`config.mk`:
```
export PLATFORM = sky130hd
export DESIGN_NAME = frogger_game_ctrl
export DESIGN_NICKNAME = d
export VERILOG_FILES = /design/src/rtl/frogger_game_ctrl.sv
export SDC_FILE = /design/constraint.sdc
export NUM_CORES = 1
export LEC_CHECK = 0
export CORE_ASPECT_RATIO = 2
export CORE_MARGIN = 10
export CORE_UTILIZATION = 47
export CTS_BUF_LIST = sky130_fd_sc_hd__clkbuf_4
export CTS_CLUSTER_DIAMETER = 100
export DETAILED_ROUTE_END_ITERATION = 16
export MAX_ROUTING_LAYER = met4
export PLACE_DENSITY = 0.87
export SYNTH_ARGS = -nofsm -noshare
export SYNTH_HDL_FRONTEND = slang
export SYNTH_SLANG_ARGS = --single-unit
```
`constraint.sdc`:
```
create_clock -name i_Clk -period 2.62 [get_ports i_Clk]
set_input_delay 0.262 -clock i_Clk [delete_from_list [all_inputs] [get_ports i_Clk]]
set_output_delay 0.262 -clock i_Clk [all_outputs]
set_load 0.005 [all_outputs]
```
`src/rtl/frogger_game_ctrl.sv`:
```
// Frogger game-state controller: frog position, lives, score, level and
// collision checks against car and log channels, sequenced by a small FSM.
module frogger_game_ctrl #(
  parameter int unsigned c_GAME_WIDTH     = 14,
  parameter int unsigned c_GAME_HEIGHT    = 13,
  parameter int unsigned c_START_X        = 6,
  parameter int unsigned c_START_Y        = 12,
  parameter int unsigned c_GOAL_ROW       = 0,
  parameter int unsigned c_NUM_CARS       = 5,
  parameter int unsigned c_NUM_LOGS       = 5,
  parameter int unsigned c_NUM_LIVES      = 3,
  parameter int unsigned c_MAX_SCORE      = 99,
  parameter int unsigned c_GOAL_BONUS     = 10,
  parameter int unsigned c_RESPAWN_FRAMES = 60,
  parameter int unsigned c_WIN_FRAMES     = 120
) (
  input  logic                      i_Clk,
  input  logic                      i_Reset,
  input  logic                      i_Frame_Tick,
  input  logic                      i_Game_Start,
  input  logic                      i_Up_Mvt,
  input  logic                      i_Down_Mvt,
  input  logic                      i_Left_Mvt,
  input  logic                      i_Right_Mvt,
  input  logic [6*c_NUM_CARS-1:0]   i_Car_X,
  input  logic [6*c_NUM_CARS-1:0]   i_Car_Y,
  input  logic [6*c_NUM_LOGS-1:0]   i_Log_X,
  input  logic [6*c_NUM_LOGS-1:0]   i_Log_Y,
  input  logic [3:0]                i_Tile_Type,
  output logic [5:0]                o_Frogger_X,
  output logic [5:0]                o_Frogger_Y,
  output logic [2:0]                o_Lives,
  output logic [6:0]                o_Score,
  output logic [3:0]                o_Level,
  output logic [2:0]                o_State,
  output logic                      o_Hit
);

  localparam int unsigned MAX_FRAMES = (c_RESPAWN_FRAMES > c_WIN_FRAMES) ?
                                       c_RESPAWN_FRAMES : c_WIN_FRAMES;
  localparam int unsigned CNT_W      = $clog2(MAX_FRAMES + 1);

  localparam logic [3:0] TILE_WATER = 4'd2;
  localparam logic [3:0] TILE_LILY  = 4'd4;

  typedef enum logic [2:0] {
    ST_IDLE      = 3'd0,
    ST_RUNNING   = 3'd1,
    ST_DYING     = 3'd2,
    ST_P1_WINS   = 3'd3,
    ST_GAME_OVER = 3'd4,
    ST_CLEANUP   = 3'd5
  } state_t;

  state_t           state_q, state_d;
  logic [5:0]       x_q, x_d, y_q, y_d;
  logic [2:0]       lives_q, lives_d;
  logic [6:0]       score_q, score_d;
  logic [3:0]       level_q, level_d;
  logic             hit_q, hit_d;
  logic [CNT_W-1:0] cnt_q, cnt_d;
  logic             from_over_q, from_over_d;

  logic start_q, up_q, down_q, left_q, right_q;
  logic start_e, up_e, down_e, left_e, right_e;
  logic car_hit_c, on_log_c, hit_c, goal_c;

  // Saturating score addition
  function automatic logic [6:0] sat_add(input logic [6:0] a, input logic [6:0] b);
    logic [7:0] s;
    s = {1'b0, a} + {1'b0, b};
    return (s > 8'(c_MAX_SCORE)) ? 7'(c_MAX_SCORE) : s[6:0];
  endfunction

  // Registered copies of the level inputs for rising-edge detection
  always_ff @(posedge i_Clk) begin
    if (i_Reset) begin
      start_q <= 1'b0;
      up_q    <= 1'b0;
      down_q  <= 1'b0;
      left_q  <= 1'b0;
      right_q <= 1'b0;
    end else begin
      start_q <= i_Game_Start;
      up_q    <= i_Up_Mvt;
      down_q  <= i_Down_Mvt;
      left_q  <= i_Left_Mvt;
      right_q <= i_Right_Mvt;
    end
  end

  assign start_e = i_Game_Start & ~start_q;
  assign up_e    = i_Up_Mvt     & ~up_q;
  assign down_e  = i_Down_Mvt   & ~down_q;
  assign left_e  = i_Left_Mvt   & ~left_q;
  assign right_e = i_Right_Mvt  & ~right_q;

  // Collision and goal detection against the registered frog tile
  always_comb begin
    car_hit_c = 1'b0;
    on_log_c  = 1'b0;
    for (int i = 0; i < int'(c_NUM_CARS); i++) begin
      if (i_Car_X[6*i +: 6] == x_q && i_Car_Y[6*i +: 6] == y_q) car_hit_c = 1'b1;
    end
    for (int i = 0; i < int'(c_NUM_LOGS); i++) begin
      if (i_Log_X[6*i +: 6] == x_q && i_Log_Y[6*i +: 6] == y_q) on_log_c = 1'b1;
    end
    hit_c  = car_hit_c | ((i_Tile_Type == TILE_WATER) & ~on_log_c);
    goal_c = (y_q == 6'(c_GOAL_ROW)) & (i_Tile_Type == TILE_LILY) & ~hit_c;
  end

  // Next-state and datapath update
  always_comb begin
    state_d     = state_q;
    x_d         = x_q;
    y_d         = y_q;
    lives_d     = lives_q;
    score_d     = score_q;
    level_d     = level_q;
    hit_d       = 1'b0;
    cnt_d       = '0;
    from_over_d = from_over_q;
    case (state_q)
      ST_IDLE: begin
        if (start_e) state_d = ST_RUNNING;
      end
      ST_RUNNING: begin
        if (hit_c) begin
          hit_d   = 1'b1;
          lives_d = lives_q - 3'd1;
          state_d = (lives_q == 3'd1) ? ST_GAME_OVER : ST_DYING;
        end else if (goal_c) begin
          score_d = sat_add(score_q, 7'(c_GOAL_BONUS));
          level_d = (level_q == 4'd15) ? level_q : level_q + 4'd1;
          state_d = ST_P1_WINS;
        end else if (up_e) begin
          if (y_q != 6'd0) begin
            y_d     = y_q - 6'd1;
            score_d = sat_add(score_q, 7'd1);
          end
        end else if (down_e) begin
          if (y_q != 6'(c_GAME_HEIGHT - 1)) y_d = y_q + 6'd1;
        end else if (left_e) begin
          if (x_q != 6'd0) x_d = x_q - 6'd1;
        end else if (right_e) begin
          if (x_q != 6'(c_GAME_WIDTH - 1)) x_d = x_q + 6'd1;
        end
      end
      ST_DYING: begin
        cnt_d = cnt_q;
        if (i_Frame_Tick) begin
          if (cnt_q == CNT_W'(c_RESPAWN_FRAMES - 1)) begin
            cnt_d   = '0;
            x_d     = 6'(c_START_X);
            y_d     = 6'(c_START_Y);
            state_d = ST_RUNNING;
          end else begin
            cnt_d = cnt_q + CNT_W'(1);
          end
        end
      end
      ST_P1_WINS: begin
        cnt_d = cnt_q;
        if (i_Frame_Tick) begin
          if (cnt_q == CNT_W'(c_WIN_FRAMES - 1)) begin
            cnt_d       = '0;
            from_over_d = 1'b0;
            state_d     = ST_CLEANUP;
          end else begin
            cnt_d = cnt_q + CNT_W'(1);
          end
        end
      end
      ST_GAME_OVER: begin
        if (start_e) begin
          from_over_d = 1'b1;
          state_d     = ST_CLEANUP;
        end
      end
      ST_CLEANUP: begin
        x_d = 6'(c_START_X);
        y_d = 6'(c_START_Y);
        if (from_over_q) begin
          lives_d = 3'(c_NUM_LIVES);
          score_d = 7'd0;
          level_d = 4'd0;
          state_d = ST_IDLE;
        end else begin
          state_d = ST_RUNNING;
        end
      end
      default: state_d = ST_IDLE;
    endcase
  end

  // State and datapath registers
  always_ff @(posedge i_Clk) begin
    if (i_Reset) begin
      state_q     <= ST_IDLE;
      x_q         <= 6'(c_START_X);
      y_q         <= 6'(c_START_Y);
      lives_q     <= 3'(c_NUM_LIVES);
      score_q     <= 7'd0;
      level_q     <= 4'd0;
      hit_q       <= 1'b0;
      cnt_q       <= '0;
      from_over_q <= 1'b0;
    end else begin
      state_q     <= state_d;
      x_q         <= x_d;
      y_q         <= y_d;
      lives_q     <= lives_d;
      score_q     <= score_d;
      level_q     <= level_d;
      hit_q       <= hit_d;
      cnt_q       <= cnt_d;
      from_over_q <= from_over_d;
    end
  end

  assign o_Frogger_X = x_q;
  assign o_Frogger_Y = y_q;
  assign o_Lives     = lives_q;
  assign o_Score     = score_q;
  assign o_Level     = level_q;
  assign o_State     = state_q;
  assign o_Hit       = hit_q;

endmodule

```
==> results of run 1 <==
==> stage by stage <==
| stage | setup slack [ns] | TNS, ns | power (W) | instances |
|---|---|---|---|---|
| after global routing | -0.0182 | -0.0296 | 0.00206 | 836 |
| after CTS | 0.0171 | 0 | 0.00196 | 835 |
| after global placement | -0.169 | -1.05 | 0.00158 | 827 |
| after floorplan | 0.288 | 0 | 0.00118 | 541 |
| final | 0.0715 | 0 | 0.00197 | 836 |
| after detailed placement | -0.185 | -1.94 | 0.00162 | 827 |
==> cell type report <==
class	instances	area share (%)
inverters	15	0.874
multi-input cells	451	50.5
diodes	1	0.0389
repair buffers	216	32.4
clock buffers	6	0.700
well taps	102	1.98
flip-flops and latches	43	13.4
clock inverters	2	0.117
==> flip-flops by register name, indices dropped and copies added, names as in the netlist, 3 cells and up <==
register and cells:
cnt_q 7, o_Frogger_X 6, o_Frogger_Y 6, o_Level 4, o_Lives 3, o_Score 7, o_State 3
==> power breakdown <==
part | switching [W] | internal, W
Combinational | 0.000428 | 0.000498
Clock | 0.000227 | 0.000110
Sequential | 0.0000289 | 0.000679
==> worst reg2reg max path, stage by stage, from the launching register on <==
cell	delay [ns]
dfxtp_1	0.34
buf_4	0.20
xor2_1	0.20
nor4_2	0.37
nand3_1	0.19
and3_4	0.24
and3_4	0.22
or4_1	0.50
a21boi_1	0.14
a311o_1	0.12
==> cells in the final DEF (no fill, tap or decap), types with 3 or more instances in the layout <==
cell type,count
mux2i_1,3
or3_1,7
o21ai_0,14
nor4_1,29
nor2b_1,8
a21oi_1,33
ha_1,15
nand2_1,27
clkbuf_4,6
buf_12,5
nand2b_1,9
inv_1,15
nor2_1,36
xor2_1,125
a31oi_1,5
and3_1,5
nor3_2,3
nand4_1,5
buf_4,50
nand3_1,25
a21o_1,8
nor4_2,5
o21bai_1,4
dfxtp_1,41
nor3_1,20
o21a_1,4
clkdlybuf4s50_1,161
xnor2_1,9
==> logic make-up (layout without fill, tap and decap cells) <==
logic type / Yosys count / in the layout / synth area share (%)
AOI/OAI and AO/OA: 99 / 99 / 15.8
xor gates and xnor gates: 134 / 134 / 27.1
other: 0 / 1 / 0
muxes: 3 / 3 / 0.692
and+or+nand+nor: 198 / 198 / 25.2
DFF: 43 / 43 / 19.8
buffers and inverters: 47 / 239 / 6.11
adders and majority gates: 17 / 17 / 5.25
==> routing by layer <==
layer | share of wire, % | GRT usage (%) | wire length, microns
met3 | 7.2 | 4.97 | 1210
met2 | 54 | 44.5 | 9020
met4 | 3.3 | 8.85 | 556
met5 | 0 | - | 0
met1 | 36 | 23.4 | 5990
==> cell usage after synthesis, types with 9 or more instances <==
master / n / area share, %
xor2_1: 125 / 25
dfxtp_1: 43 / 20
nor2_1: 36 / 3.1
nor4_1: 34 / 4.9
a21oi_1: 33 / 3.8
nand2_1: 27 / 2.3
nand3_1: 25 / 2.9
nor3_1: 20 / 2.3
ha_1: 15 / 4.3
inv_1: 15 / 1.3
o21ai_0: 14 / 1.6
clkbuf_1: 12 / 1.0
nand2b_1: 9 / 1.3
xnor2_1: 9 / 1.8
==> timing repair <==
| item | in CTS | in global routing |
|---|---|---|
| hold buffers | 0 | 0 |
| resized for setup | 3 | 5 |
| endpoints found under the hold margin | 0 | 0 |
| pin swaps | 0 | 2 |
| setup endpoints to repair | 9 | 15 |
==> how the worst max path moves through the flow <==
| stage | slack, ns | startpoint | depth (start not counted) | end |
|---|---|---|---|---|
| after CTS | 0.02 | o_Frogger_X[3]$_SDFFE_PP0P_ | 9 | o_Score[4]$_SDFFE_PP0P_ |
| final | 0.07 | o_Frogger_Y[0]$_SDFFE_PP0P_ | 9 | o_Score[4]$_SDFFE_PP0P_ |
| after global routing | -0.02 | o_Frogger_Y[5]$_SDFFE_PP0P_ | 9 | o_Score[0]$_SDFFE_PP0P_ |
| after detailed placement | -0.18 | i_Car_X[17] | 9 | o_Score[4]$_SDFFE_PP0P_ |
| after floorplan | 0.29 | o_Frogger_Y[1]$_SDFFE_PP0P_ | 10 | o_Score[6]$_SDFFE_PP0P_ |
| after global placement | -0.17 | i_Car_X[17] | 9 | o_Score[6]$_SDFFE_PP0P_ |
==> impl_metrics.env, run 1 <==
export IMPL_run_status="complete, no violations"
export IMPL_postCtsSetupRepairBufs=0
export IMPL_worst_r2r_startpoint="o_Frogger_Y[0]$_SDFFE_PP0P_"
export IMPL_footprint_of_the_multi_input_gates_sq_mm=0.00325
export IMPL_hold_path_startpoint="i_Down_Mvt"
export IMPL_final_layout_size_suffix_gt1_share_pct=11.9
export IMPL_std_cell_rows=49
export IMPL_detailedRoute_firstPassIterationCount=5
export IMPL_count_of_pins_over_their_slew_limit=0
export IMPL_area_growth_synth_to_final_pct=48.4
export IMPL_ctsLongestPathBuffers=2
export IMPL_number_of_warnings_printed_during_yosys_synthesis=0
export IMPL_hold_path_class="input port to flip-flop"
export IMPL_die_area_sq_mm=0.0137
export IMPL_setup_worst_path_end_class="flip-flop"
export IMPL_critical_path_buf_inv_count=1
export IMPL_cp_arrival_ns=2.88
export IMPL_fin_hold_ws_ns=0.451
export IMPL_detail_route_drc_violations=0
export IMPL_final_period_minus_worst_setup_slack_ns=2.55
export IMPL_syn_inst=541
export IMPL_setup_worst_path_start_class="flip-flop"
export IMPL_core_sq_mm=0.00901
export IMPL_cap_viol_max_count=0
export IMPL_detail_route_iter0_violations=387
export IMPL_globalRouteOverflowTotal=0
export IMPL_cts_clk_slew_worst_paths_ns=0.13
export IMPL_hold_viol_final=0
export IMPL_synth_enable_flop_cells=0
export IMPL_crit_required_ns=2.95
export IMPL_antenna_left=0
export IMPL_final_core_utilization_pct=71.4
export IMPL_critical_path_peak_fanout=11
export IMPL_tightest_slew_ns=0.618
export IMPL_register_area_sq_um=863
export IMPL_nFillCells=653
export IMPL_yosys_cell_types_count=70
export IMPL_cpMostUsedCell="and3_4"
export IMPL_ir_drop_worst_vdd_mv=0.304
export IMPL_grt_pass1_wl_microns=25900
export IMPL_finClkSkew_ns=0.0130
export IMPL_synth_top_flop_cell="dfxtp_1"
export IMPL_dpl_cell_area_sq_mm=0.00634
export IMPL_floorplan_io_pins=162
export IMPL_gpl_final_weighted_congestion=0.975
export IMPL_pwr_density_cell_mw_per_mm2=306
export IMPL_worstSetupPathType="flip-flop to flip-flop"
export IMPL_ys_seq_area_share_pct=19.8
export IMPL_dp_final_hpwl_microns=13500
export IMPL_post_route_fraction_of_the_period_consumed_by_the_critical_path_pct=97.3
export IMPL_htreeDepth=2
export IMPL_worstPathCellList="buf_4 -> xor2_1 -> nor4_2 -> nand3_1 -> and3_4 -> and3_4 -> or4_1 -> a21boi_1 -> a311o_1"
export IMPL_cts_tree="done"
export IMPL_nets=881
export IMPL_setup_violations_final=0
export IMPL_post_route_cell_area_sq_mm=0.00644
export IMPL_regToRegSetupSlack_ns=0.07
export IMPL_critical_path_reg2reg_endpoint="o_Score[4]$_SDFFE_PP0P_"
export IMPL_dominant_delay_contributor_by_cell_family_on_the_critical_path="simple AND/OR/NAND/NOR gates"
export IMPL_worst_hold_path_endpoint="down_q$_SDFF_PP0_"
export IMPL_ctsRootBufferMaster="clkbuf_4"
export IMPL_ys_async_sr_fraction_pct=0
export IMPL_synth_avg_cell_area_sq_um=8.02
export IMPL_dr_total_vias=4862
export IMPL_critical_path_max_stage_delay_ns=0.50
export IMPL_die_h_microns=156
export IMPL_cts_num_sinks=43
export IMPL_critical_path_slowest_cell="or4_1"
export IMPL_wl_microns=16800
export IMPL_route_detailed_vias_per_inst=5.82
export IMPL_initial_utilization_pct=48.1
export IMPL_mappedNetlistNets=690
export IMPL_drt_wirelength_per_cell_microns=20.1
export IMPL_cts_buffers_inserted=5
export IMPL_number_of_antenna_violations_at_the_first_check_in_global_routing=1
export IMPL_grt_start_max_net_pins=19
export IMPL_via_count_of_the_first_global_routing_pass=5037
export IMPL_fmax_ghz=0.392
export IMPL_synth_seq_cells=43
export IMPL_rel_slew_slack_pct=58.5
export IMPL_worst_hold_path_num_cells=3
export IMPL_leakagePower_nw=2.69
export IMPL_die_w_microns=87.9
export IMPL_rr_worst_depth=9
export IMPL_synth_area_sq_mm=0.00434
export IMPL_clock_insertion_delay_worst_skew_ns=0.38
export IMPL_grt_usage_pct=24.1
export IMPL_place_port_buffers=161
Note: power is estimated with default switching activity, not from simulation.
==> run 2: changes to the inputs <==
--- a/config.mk
+++ b/config.mk
@@ -13,6 +13,7 @@
 export DETAILED_ROUTE_END_ITERATION = 16
 export MAX_ROUTING_LAYER = met4
 export PLACE_DENSITY = 0.87
+export SETUP_SLACK_MARGIN = 0.4
 export SYNTH_ARGS = -nofsm -noshare
 export SYNTH_HDL_FRONTEND = slang
 export SYNTH_SLANG_ARGS = --single-unit
==> run 2 against run 1 <==
  * The flow now finishes with violations (negative setup slack)
  * Worst hold slack lost 0.011 ns
  * Critical path depth grew 4
  * Worst setup slack lost 0.29 ns
  * Highest routed layer unchanged
==> impl_metrics.env, run 2 (synthesized netlist as in run 1, its figures left out) <==
export IMPL_dpl_cell_area_sq_mm=0.00625
export IMPL_detail_route_iter0_violations=764
export IMPL_pwr_density_cell_mw_per_mm2=319
export IMPL_wl_microns=25500
export IMPL_hold_viol_final=0
export IMPL_worstSetupPathType="flip-flop to flip-flop"
export IMPL_post_layout_total_power_w=0.00237
export IMPL_violated_checks="negative setup slack"
export IMPL_nFillCells=398
export IMPL_critical_path_slowest_cell="dfxtp_4"
export IMPL_worst_hold_path_num_cells=2
export IMPL_mostFrequentLayoutCells="161 x clkdlybuf4s50_1, 114 x xor2_1, 77 x buf_4, 34 x nor2_1, 31 x dfxtp_1"
export IMPL_ctsRootBufferMaster="clkbuf_4"
export IMPL_hold_path_class="input port to flip-flop"
export IMPL_grt_pass1_wl_microns=31400
export IMPL_gpl_final_weighted_congestion=0.949
export IMPL_route_detailed_vias_per_inst=6.73
export IMPL_dr_total_vias=5991
export IMPL_via_count_of_the_first_global_routing_pass=5852
export IMPL_core_sq_mm=0.00901
export IMPL_run_status="finished, violations left"
export IMPL_detailedRoute_firstPassIterationCount=9
export IMPL_fmax_ghz=0.352
export IMPL_std_cell_rows=49
export IMPL_layout_cells_most_common="clkdlybuf4s50_1"
export IMPL_setup_violations_final=16
export IMPL_final_layout_size_suffix_gt1_share_pct=26.4
export IMPL_grt_setup_unrepaired="yes"
export IMPL_grt_start_max_net_pins=23
export IMPL_die_h_microns=156
export IMPL_critical_path_max_stage_delay_ns=0.39
export IMPL_finClkSkew_ns=0.0228
export IMPL_post_route_cell_area_sq_mm=0.00744
export IMPL_floorplan_io_pins=162
export IMPL_ir_drop_worst_vdd_mv=0.279
export IMPL_cpMostUsedCell="buf_4"
export IMPL_count_of_pins_over_their_slew_limit=0
export IMPL_cts_num_sinks=43
export IMPL_area_growth_synth_to_final_pct=71.4
export IMPL_globalRouteOverflowTotal=0
export IMPL_worstPathCellList="buf_12 -> buf_6 -> buf_4 -> xor2_1 -> nor4_1 -> nand3_1 -> and3_4 -> o211ai_1 -> buf_4 -> buf_4 -> o21a_1 -> nand2_1 -> a21oi_2"
export IMPL_critical_path_peak_fanout=8
export IMPL_initial_utilization_pct=48.1
export IMPL_setup_worst_path_end_class="flip-flop"
export IMPL_dp_final_hpwl_microns=13800
export IMPL_cts_clk_slew_worst_paths_ns=0.14
export IMPL_die_area_sq_mm=0.0137
export IMPL_cts_hold_buffers_added=0
export IMPL_tightest_slew_ns=0.659
export IMPL_die_w_microns=87.9
export IMPL_setup_tns_final_ns=-1.26
export IMPL_final_period_minus_worst_setup_slack_ns=2.84
export IMPL_leakagePower_nw=3.05
export IMPL_crit_required_ns=2.93
export IMPL_cap_viol_max_count=0
export IMPL_post_route_fraction_of_the_period_consumed_by_the_critical_path_pct=109
export IMPL_place_ws_ns=-0.157
export IMPL_fin_hold_ws_ns=0.441
export IMPL_final_setup_worst_slack_ns=-0.223
export IMPL_ctsLongestPathBuffers=2
export IMPL_detail_route_drc_violations=0
export IMPL_drt_wirelength_per_cell_microns=28.7
export IMPL_clock_insertion_delay_worst_skew_ns=0.39
export IMPL_grt_usage_pct=30.0
export IMPL_setup_worst_path_start_class="flip-flop"
export IMPL_cp_arrival_ns=3.15
export IMPL_htreeDepth=2
export IMPL_rel_slew_slack_pct=55.8
export IMPL_place_port_buffers=161
export IMPL_cts_tree="done"
export IMPL_rr_worst_depth=13
export IMPL_number_of_antenna_violations_at_the_first_check_in_global_routing=1
export IMPL_cts_buffers_inserted=5
export IMPL_antenna_left=0
export IMPL_nets=935
## run 2: changes by cell type in the layout (fill, tap and decap cells not counted), sizes merged
cell and change:
buf +54
## run 2: worst max-delay path: cells and delay by family (launching register included)
family                    cells  cell delay [ns]
AOI/OAI and AO/OA             3             0.63
xor gates and xnor gates      1             0.17
buffers and inverters         5             0.78
DFF                           1             0.39
and+or+nand+nor               4             0.79
## run 2: path summary, 6_finish.rpt
path | to | slack (ns) | start
min reg2reg | from_over_q$_SDFFE_PP0P_ | 0.52 | from_over_q$_SDFFE_PP0P_
min | up_q$_SDFF_PP0_ | 0.44 | i_Up_Mvt
max reg2reg | o_Frogger_X[4]$_SDFFE_PP0P_ | -0.22 | o_Frogger_Y[2]$_SDFFE_PP1P_
max | o_Frogger_X[4]$_SDFFE_PP0P_ | -0.22 | o_Frogger_Y[2]$_SDFFE_PP1P_
## run 2: layout make-up
type | instances | area, sq um | area share [%]
multi-input combinational | 451 | 3680 | 49.4
timing repair buffer | 270 | 2620 | 35.3
tap | 102 | 128 | 1.72
clock buffer | 6 | 45.0 | 0.606
inverter | 15 | 56.3 | 0.757
antenna | 1 | 2.50 | 0.0336
sequential | 43 | 898 | 12.1
clock inverter | 2 | 7.51 | 0.101
## run 2: routing by layer
metal / vias up / global-route usage, % / routed length (microns)
met4: 0 / 21.2 / 2550
met3: 225 / 7.53 / 3080
met2: 678 / 52.7 / 12000
met1: 2694 / 26.8 / 7860
li1: 2394 / - / -
met5: - / - / 0
## run 2: stage by stage
| stage | instances | utilization, % |
|---|---|---|
| final | 890 | 82.5 |
| after global routing | 890 | 82.5 |
| after CTS | 867 | 77.6 |
| after detailed placement | 814 | 69.4 |
| after global placement | 814 | 69.4 |
| after floorplan | 541 | - |
## run 2: where the power goes
| group | leakage (nW) | switching, W | internal (W) |
|---|---|---|---|
| registers | 0.354 | 0.0000550 | 0.000679 |
| logic | 2.66 | 0.000649 | 0.000644 |
| clock network | 0.0307 | 0.000237 | 0.000110 |
| total | 3.05 | 0.000941 | 0.00143 |
## run 2: what timing repair did
action                                  in CTS  in global routing
setup buffers                               44                 22
endpoints found under the setup margin      30                 30
pin swaps                                   62                 37
gates cloned                                 1                  0
gates resized for setup                     67                 55
